### config.mk
export PLATFORM = sky130hd
export DESIGN_NAME = lut_mult_rr_sched
export DESIGN_NICKNAME = d
export VERILOG_FILES = /design/src/rtl/lut_mult_rr_sched.sv
export SDC_FILE = /design/constraint.sdc
export NUM_CORES = 1
export LEC_CHECK = 0
export ABC_CLOCK_PERIOD_IN_PS = 7000
export CORE_AREA = 2 2 74 76
export CTS_BUF_LIST = sky130_fd_sc_hd__clkbuf_4 sky130_fd_sc_hd__clkbuf_8
export DETAILED_ROUTE_END_ITERATION = 7
export DIE_AREA = 0 0 76 78
export GPL_TIMING_DRIVEN = 0
export SLEW_MARGIN = 20
export SYNTH_ARGS = -nofsm -noshare
export SYNTH_HDL_FRONTEND = slang
export SYNTH_SLANG_ARGS = --single-unit
### constraint.sdc
create_clock -name clk -period 7 [get_ports clk]
set_clock_uncertainty 0.15 [all_clocks]
set_input_delay 1.05 -clock clk [delete_from_list [all_inputs] [get_ports clk]]
set_output_delay 1.05 -clock clk [all_outputs]
set_load 0.005 [all_outputs]
### src/rtl/lut_mult_rr_sched.sv
// Round-robin arbiter feeding one shared signed 4x4 multiplier lane.
// Two-stage pipeline: P1 holds the granted operands, P2 holds the product and requester id.
module lut_mult_rr_sched #(
    parameter int NREQ = 4,
    parameter int IDW  = 2
) (
    input  logic                   clk,
    input  logic                   rst_n,
    input  logic [NREQ-1:0]        req_valid,
    input  logic [4*NREQ-1:0]      req_act,
    input  logic [4*NREQ-1:0]      req_wt,
    output logic [NREQ-1:0]        req_ready,
    output logic                   resp_valid,
    input  logic                   resp_ready,
    output logic signed [7:0]      resp_prod,
    output logic [IDW-1:0]         resp_id,
    output logic                   busy
);

    logic [IDW-1:0]        rr_ptr_q, rr_ptr_d;
    logic                  vld_p1_q, vld_p1_d;
    logic signed [3:0]     act_p1_q, act_p1_d;
    logic signed [3:0]     wt_p1_q, wt_p1_d;
    logic [IDW-1:0]        id_p1_q, id_p1_d;
    logic                  vld_p2_q, vld_p2_d;
    logic signed [7:0]     prod_p2_q, prod_p2_d;
    logic [IDW-1:0]        id_p2_q, id_p2_d;

    logic                  s1_adv, s2_adv, accept_ok;
    logic                  found, accept;
    logic [IDW-1:0]        gnt_id;
    logic [IDW:0]          cand;

    // Full signed product; (-8)*(-8)=+64 still fits in 8 bits, so no saturation is needed.
    function automatic logic signed [7:0] lut_mult(input logic signed [3:0] a,
                                                   input logic signed [3:0] w);
        logic signed [7:0] a_ext;
        logic signed [7:0] w_ext;
        a_ext = {{4{a[3]}}, a};
        w_ext = {{4{w[3]}}, w};
        return a_ext * w_ext;
    endfunction

    assign s2_adv    = !vld_p2_q || resp_ready;
    assign s1_adv    = !vld_p1_q || s2_adv;
    assign accept_ok = s1_adv;

    // Search from rr_ptr upward, wrapping modulo NREQ; first valid requester wins.
    always_comb begin
        found     = 1'b0;
        gnt_id    = '0;
        cand      = '0;
        req_ready = '0;
        for (int i = 0; i < NREQ; i++) begin
            cand = {1'b0, rr_ptr_q} + (IDW+1)'(i);
            if (cand >= (IDW+1)'(NREQ)) begin
                cand = cand - (IDW+1)'(NREQ);
            end
            if (!found && req_valid[cand[IDW-1:0]]) begin
                found  = 1'b1;
                gnt_id = cand[IDW-1:0];
            end
        end
        accept = found && accept_ok && rst_n;
        if (accept) begin
            req_ready[gnt_id] = 1'b1;
        end
    end

    always_comb begin
        rr_ptr_d  = rr_ptr_q;
        vld_p1_d  = vld_p1_q;
        act_p1_d  = act_p1_q;
        wt_p1_d   = wt_p1_q;
        id_p1_d   = id_p1_q;
        vld_p2_d  = vld_p2_q;
        prod_p2_d = prod_p2_q;
        id_p2_d   = id_p2_q;

        if (accept) begin
            rr_ptr_d = (gnt_id == IDW'(NREQ-1)) ? '0 : gnt_id + 1'b1;
        end

        // Stage P1: capture granted operands
        if (s1_adv) begin
            vld_p1_d = accept;
            act_p1_d = req_act[{gnt_id, 2'b00} +: 4];
            wt_p1_d  = req_wt[{gnt_id, 2'b00} +: 4];
            id_p1_d  = gnt_id;
        end

        // Stage P2: multiply and present to downstream
        if (s2_adv) begin
            vld_p2_d  = vld_p1_q;
            prod_p2_d = lut_mult(act_p1_q, wt_p1_q);
            id_p2_d   = id_p1_q;
        end
    end

    always_ff @(posedge clk) begin
        if (!rst_n) begin
            rr_ptr_q  <= '0;
            vld_p1_q  <= 1'b0;
            act_p1_q  <= '0;
            wt_p1_q   <= '0;
            id_p1_q   <= '0;
            vld_p2_q  <= 1'b0;
            prod_p2_q <= '0;
            id_p2_q   <= '0;
        end else begin
            rr_ptr_q  <= rr_ptr_d;
            vld_p1_q  <= vld_p1_d;
            act_p1_q  <= act_p1_d;
            wt_p1_q   <= wt_p1_d;
            id_p1_q   <= id_p1_d;
            vld_p2_q  <= vld_p2_d;
            prod_p2_q <= prod_p2_d;
            id_p2_q   <= id_p2_d;
        end
    end

    assign resp_valid = vld_p2_q;
    assign resp_prod  = prod_p2_q;
    assign resp_id    = id_p2_q;
    assign busy       = vld_p1_q | vld_p2_q;

endmodule
-- Word-level counts from Yosys, hierarchy flattened
Cells that the tools add are included.
- bitwise logic cells: 1
- add/subtract/negate cells: 8
- reduce and logical (&&, ||, !) cells: 13
- equal/unequal tests: 1
- multiply operators: 1
- mux-type cells: 24
- shift operators: 2
- magnitude comparators: 10
- operators by type and width (cell ; count):
    indexed part select 16 x 5 -> 4 bit ; 2
    two-way mux 2 bit ; 9
    less-than comparator 2 x 3 -> 1 bit, second input constant ; 5
    >= comparator 3 bit, second input constant ; 3
    two-way mux 1 bit ; 9
    binary-select mux 1 bit (select 2 bit) ; 4
    multiplier 4 x 4 -> 8 bit ; 1
    subtractor 2 x 1 -> 2 bit, second input constant ; 4
    adder 2 x 2 -> 3 bit, second input constant ; 2
    logical AND 1 bit ; 6
    zero test 1 bit ; 5
    two-way mux 4 bit ; 1
    adder 2 x 1 -> 3 bit, second input constant ; 1
    >= comparator 2 x 3 -> 1 bit, second input constant ; 1
    adder 2 x 1 -> 2 bit, second input constant ; 1
    demux 1 bit (select 2 bit) ; 1
    == test 2 bit, second input constant ; 1
    >= comparator 2 x 1 -> 1 bit, second input constant ; 1
    logical OR 1 bit ; 2
    bitwise OR 1 bit ; 1
- input port bits: 39
- word-level logic and storage cells: 68
- output and inout port bits: 16
- bits in registers: 24

-- Depth between registers and ports, before layout
- depth in word-level cells: 19
- mapped depth: 14
- depth with buffers taken out: 14

-- Worst setup path after synthesis
Ideal clock, no wire load.
- path kind: register to register
- from: reg wt_p1_q[3]
- to: reg prod_p2_q[7], in the netlist resp_prod[7]
- arrival: 3097 ps
- period minus slack after synthesis: 3375 ps
- path buffers: 0
- setup slack: 3625 ps
- cell stages (with the launch flop): 14
- setup time: 128 ps
- data required time: 6722 ps
- path through: dfxtp_1 > nand2b_1 > fa_1 > fa_1 > inv_1 > fa_1 > ha_1 > inv_1 > fa_1 > nor2b_1 > o21a_1 > nor2_1 > nand4_1 > o211ai_1
- cells in the longest elaborated chain, start to end: 1
- RTL lines (what ; RTL line ; source):
    start: declaration ; 23 ; logic signed [3:0] wt_p1_q, wt_p1_d;
    start signal: assignment ; 114 ; wt_p1_q <= wt_p1_d;
    multiplier 4 x 4 -> 8 bit ; 41 ; return a_ext * w_ext;
    end signal: assignment ; 117 ; prod_p2_q <= prod_p2_d;
    end: declaration ; 26 ; logic signed [7:0] prod_p2_q, prod_p2_d;
Every way passes these cells.
A chain may end at the register's enable or synchronous reset.

-- Worst setup path after layout
- from: in req_valid[0]
- to: out req_ready[0]
- cells in the longest elaborated chain, start to end: 17
- elaborated cells between the ends (all ways): 30
- classes of those cells: order compare (2); mux (19); reduce/logical (9)
- RTL lines (what ; RTL line ; source):
    start: declaration ; 9 ; input logic [NREQ-1:0] req_valid,
    binary-select mux 1 bit (select 2 bit) ; 59 ; if (!found && req_valid[cand[IDW-1:0]]) begin
    two-way mux 1 bit (not written as such) ; 59 ;
    two-way mux 1 bit ; 59 ;
    zero test 1 bit ; 59 ;
    logical AND 1 bit ; 59 ;
    two-way mux 1 bit ; 59 ;
    zero test 1 bit ; 59 ;
    logical AND 1 bit ; 59 ;
    (+2 left out) ; -- ;
    logical AND 1 bit ; 59 ;
    two-way mux 2 bit (*) ; 59 ;
    via gnt_id[1] ; 31 ; logic [IDW-1:0] gnt_id;
    less-than comparator 2 x 3 -> 1 bit (not written as such) / >= comparator 2 x 1 -> 1 bit (equally long branches) ; 66 ; req_ready[gnt_id] = 1'b1;
    logical AND 1 bit (not written as such) ; 66 ;
    two-way mux 1 bit (not written as such) ; 66 ;
    demux 1 bit (select 2 bit) (*) ; 66 ;
    two-way mux 4 bit (*) ; 65 ; if (accept) begin
    end: declaration ; 12 ; output logic [NREQ-1:0] req_ready,
Mark *: on every way through the listed nets, which the timed path passes. The rest lies on a longest branch. The select of a mux whose other input is x is not followed.

==> reports/results.tsv <==
stage	metric	value	unit
outcome	outcome	complete, no violations	
worst_setup_path	reg2reg_from	wt_p1_q[3]$_SDFFE_PN0N_	
synth	synth_top_area_share	26.3	%
worst_setup_path	worstPathMaxFanout	11	
clock_network	cts-buffers-inserted	3	
synth	avgSynthCellArea	9.37	sq um
power	p_leak	1.09	nW
clock_network	cts_resized	0	
sta	fin_tns_setup	0	ns
power	p_seq_share	38.0	%
sta	clock.fmax	0.228	GHz
worst_setup_path	crit_path_end_kind	output port	
layout	postLayoutCoreUtil	49.8	%
synth	synth_common_cells	24 x dfxtp_1, 24 x nand2_1, 16 x ha_1, 16 x mux2i_1, 14 x and2_1	
global_routing	antenna_found_initial	0	
layout	fin_area	2510	sq um
detailed_routing	drt_iter0_markers	55	
sta	finalSetupViolCount	0	
floorplan	die_w	76	microns
power	power_frac_comb	41.4	%
clock_network	cts_buffer_depth	2	
detailed_routing	vias	1537	
sta	hold_viol_final	0	
synth	synth.largest_area_cell	dfxtp_1	
clock_network	h-tree-depth	1	
power	p_clk_share	20.7	%
synth	ys_top_cells_by_area	dfxtp_1 26%, ha_1 11%, fa_1 9.9%	
clock_network	cts.root.buffer_cell	clkbuf_8	
clock_network	path_clk_slew	0.08	ns
global_routing	gr-total-overflow	0	
sta	relSlewSlack	68.4	%
clock_network	clock_latency	0.27	ns
power	internal_power	317	uW
floorplan	start_util	36.2	%
worst_setup_path	crit_path_start_kind	input pin	
clock_network	postCtsSetupBuffers	0	
worst_setup_path	crit_arrival	3.18	ns
worst_hold_path	hold_class	reg2reg	
place	dpl_cell_area	2450	sq um
synth	yosys_warnings	0	
worst_setup_path	endpoint	req_ready[0]	
clock_network	cts_tree	yes	
synth	synth.distinct_cells	36	
power	switchingPower	147	uW
global_routing	grt_pass1_wl	7.13	mm
floorplan	die_h	78	microns
job	max-cap-violations	0	
global_routing	grt.total_usage	14.4	%
power	power_switching_share	31.7	%
global_routing	grt_max_degree	14	
worst_setup_path	cp_data_required_time	5.80	ns
layout	final_layout_size_suffix_gt1_share	5.93	%
worst_setup_path	cp-startpoint	req_valid[0]	
synth	yosysSeqAreaShare	26.3	%
synth	syn_area	1830	sq um
worst_setup_path	r2r-end	resp_prod[7]$_SDFFE_PN0P_	
sta	slew_viol_final	0	
sta	tightest_slew	0.475	ns
worst_setup_path	rrSetupSlack	3.35	ns
floorplan	core	5040	sq um
power	power	464	uW
place	gp_congestion	0.773	
layout	antenna_cells	0	
floorplan	ios	55	
worst_setup_path	crit_type	in2out	
floorplan	rows	26	
detailed_routing	routed_wirelength	4.01	mm
synth	syn_inst	195	
global_routing	grt_pass1_vias	1651	
detailed_routing	drc_errors	0	
detailed_routing	vias_per_cell	4.76	
place	hpwl	3.28	mm
layout	fillCellCount	502	
layout	syn_to_final_growth	37.4	%
power	p_per_area	185	nW/um^2
synth	async_flop_share	0	%
synth	synth_edf_count	0	
clock_network	hold_buffers	0	
detailed_routing	dr.pass1.iters	4	
detailed_routing	routedWlPerCell	12.4	microns
sta	rsz0062_at_grt	no	
sta	period_minus_slack	4.38	ns
synth	synth_ff_type	dfxtp_1	
synth	syn_nets	259	
detailed_routing	ant_nets	0	
layout	nNetsFinal	318	
synth	ys_seq_elements	24	
sta	finalCritPeriodShare	62.6	%
power	ir_drop	0.0776	mV
worst_setup_path	reg2regPathDepth	12	
floorplan	fp.dieArea	5930	sq um
clock_network	cts.sinks	24	
place	port_buffers	54	
[routing by layer]
| layer | GRT usage (%) | wire (microns) | vias to the layer above |
|---|---|---|---|
| li1 | - | - | 789 |
| met5 | 0 | 0 | - |
| met4 | 3.27 | 28 | 0 |
| met3 | 2.67 | 167 | 4 |
| met2 | 25.6 | 1900 | 38 |
| met1 | 18.1 | 1910 | 706 |
[how the worst min path moves through the flow]
| stage | slack (ns) | endpoint | from | cells past startpoint |
|---|---|---|---|---|
| 6_report | 0.31 | resp_id[0]$_SDFFE_PN0P_ | resp_id[0]$_SDFFE_PN0P_ | 2 |
| 5_1_grt | 0.35 | resp_id[0]$_SDFFE_PN0P_ | resp_id[0]$_SDFFE_PN0P_ | 2 |
| 4_1_cts | 0.32 | resp_id[0]$_SDFFE_PN0P_ | resp_id[0]$_SDFFE_PN0P_ | 2 |
| 3_5_place_dp | 0.30 | resp_id[0]$_SDFFE_PN0P_ | resp_id[0]$_SDFFE_PN0P_ | 2 |
| 3_3_place_gp | 0.30 | resp_prod[5]$_SDFFE_PN0P_ | resp_prod[5]$_SDFFE_PN0P_ | 2 |
| 2_1_floorplan | 0.29 | id_p1_q[0]$_SDFFE_PN0N_ | id_p1_q[0]$_SDFFE_PN0N_ | 2 |
[sequential cells by signal (all words and copies together) (netlist names)]
| signal | flops |
|---|---|
| act_p1_q | 4 |
| id_p1_q | 2 |
| resp_id | 2 |
| resp_prod | 8 |
| resp_valid | 1 |
| rr_ptr_q | 2 |
| vld_p1_q | 1 |
| wt_p1_q | 4 |
[power by group through the flow]
stage          logic [mW]  registers (mW)  clock network, mW
2_1_floorplan       0.120           0.175                  0
3_3_place_gp        0.192           0.179                  0
3_5_place_dp        0.196           0.180                  0
4_1_cts             0.197           0.177             0.0982
5_1_grt             0.217           0.180              0.104
6_report            0.192           0.176             0.0960
[through the flow]
stage,hold slack [ns],std cells,worst slack [ns]
2_1_floorplan,0.291,195,3.63
3_3_place_gp,0.301,319,2.64
3_5_place_dp,0.305,319,2.61
4_1_cts,0.317,323,2.60
5_1_grt,0.351,323,2.47
6_report,0.311,323,2.62
[area by class of cell]
class                           instances  area (sq um)  area share (%)
Inverter                               13          48.8            1.94
Clock buffer                            4          55.1            2.19
Buffer                                  9          78.8            3.14
Multi-Input combinational cell        149          1220            48.6
Timing Repair Buffer                   54           541            21.5
Sequential cell                        24           480            19.1
Tap cell                               70          87.6            3.49
[cell families after synthesis]
kind of cell | count (synthesis) | synth area share [%]
fa+ha+maj | 25 | 20.8
buf+inv | 22 | 6.99
xor+xnor | 5 | 2.40
compound gates | 35 | 14.6
mux | 17 | 9.38
simple gates | 67 | 19.5
flops | 24 | 26.3
[layout by cell type, fill, tap and decap left out, drive strengths merged, types with 3 or more instances in the layout]
cell            n
a21boi          9
a21oi           3
and2           14
buf             6
clkbuf          7
clkdlybuf4s50  54
dfxtp          24
fa              9
ha             16
inv            13
mux2i          16
nand2          24
nand2b          5
nand3          13
nor2            3
nor2b           4
o21a            3
o221ai          8
xnor2           3
[worst max-delay path, stage by stage]
cell and delay (ns):
clkdlybuf4s50_1 0.48, a21o_1 0.21, a21oi_1 0.14, o22a_2 0.18
buf_8 0.15, buf_12 0.15, inv_1 0.06, ha_1 0.17
and2_1 0.14, clkdlybuf4s50_1 0.44
(Power assumes the default switching activity.)
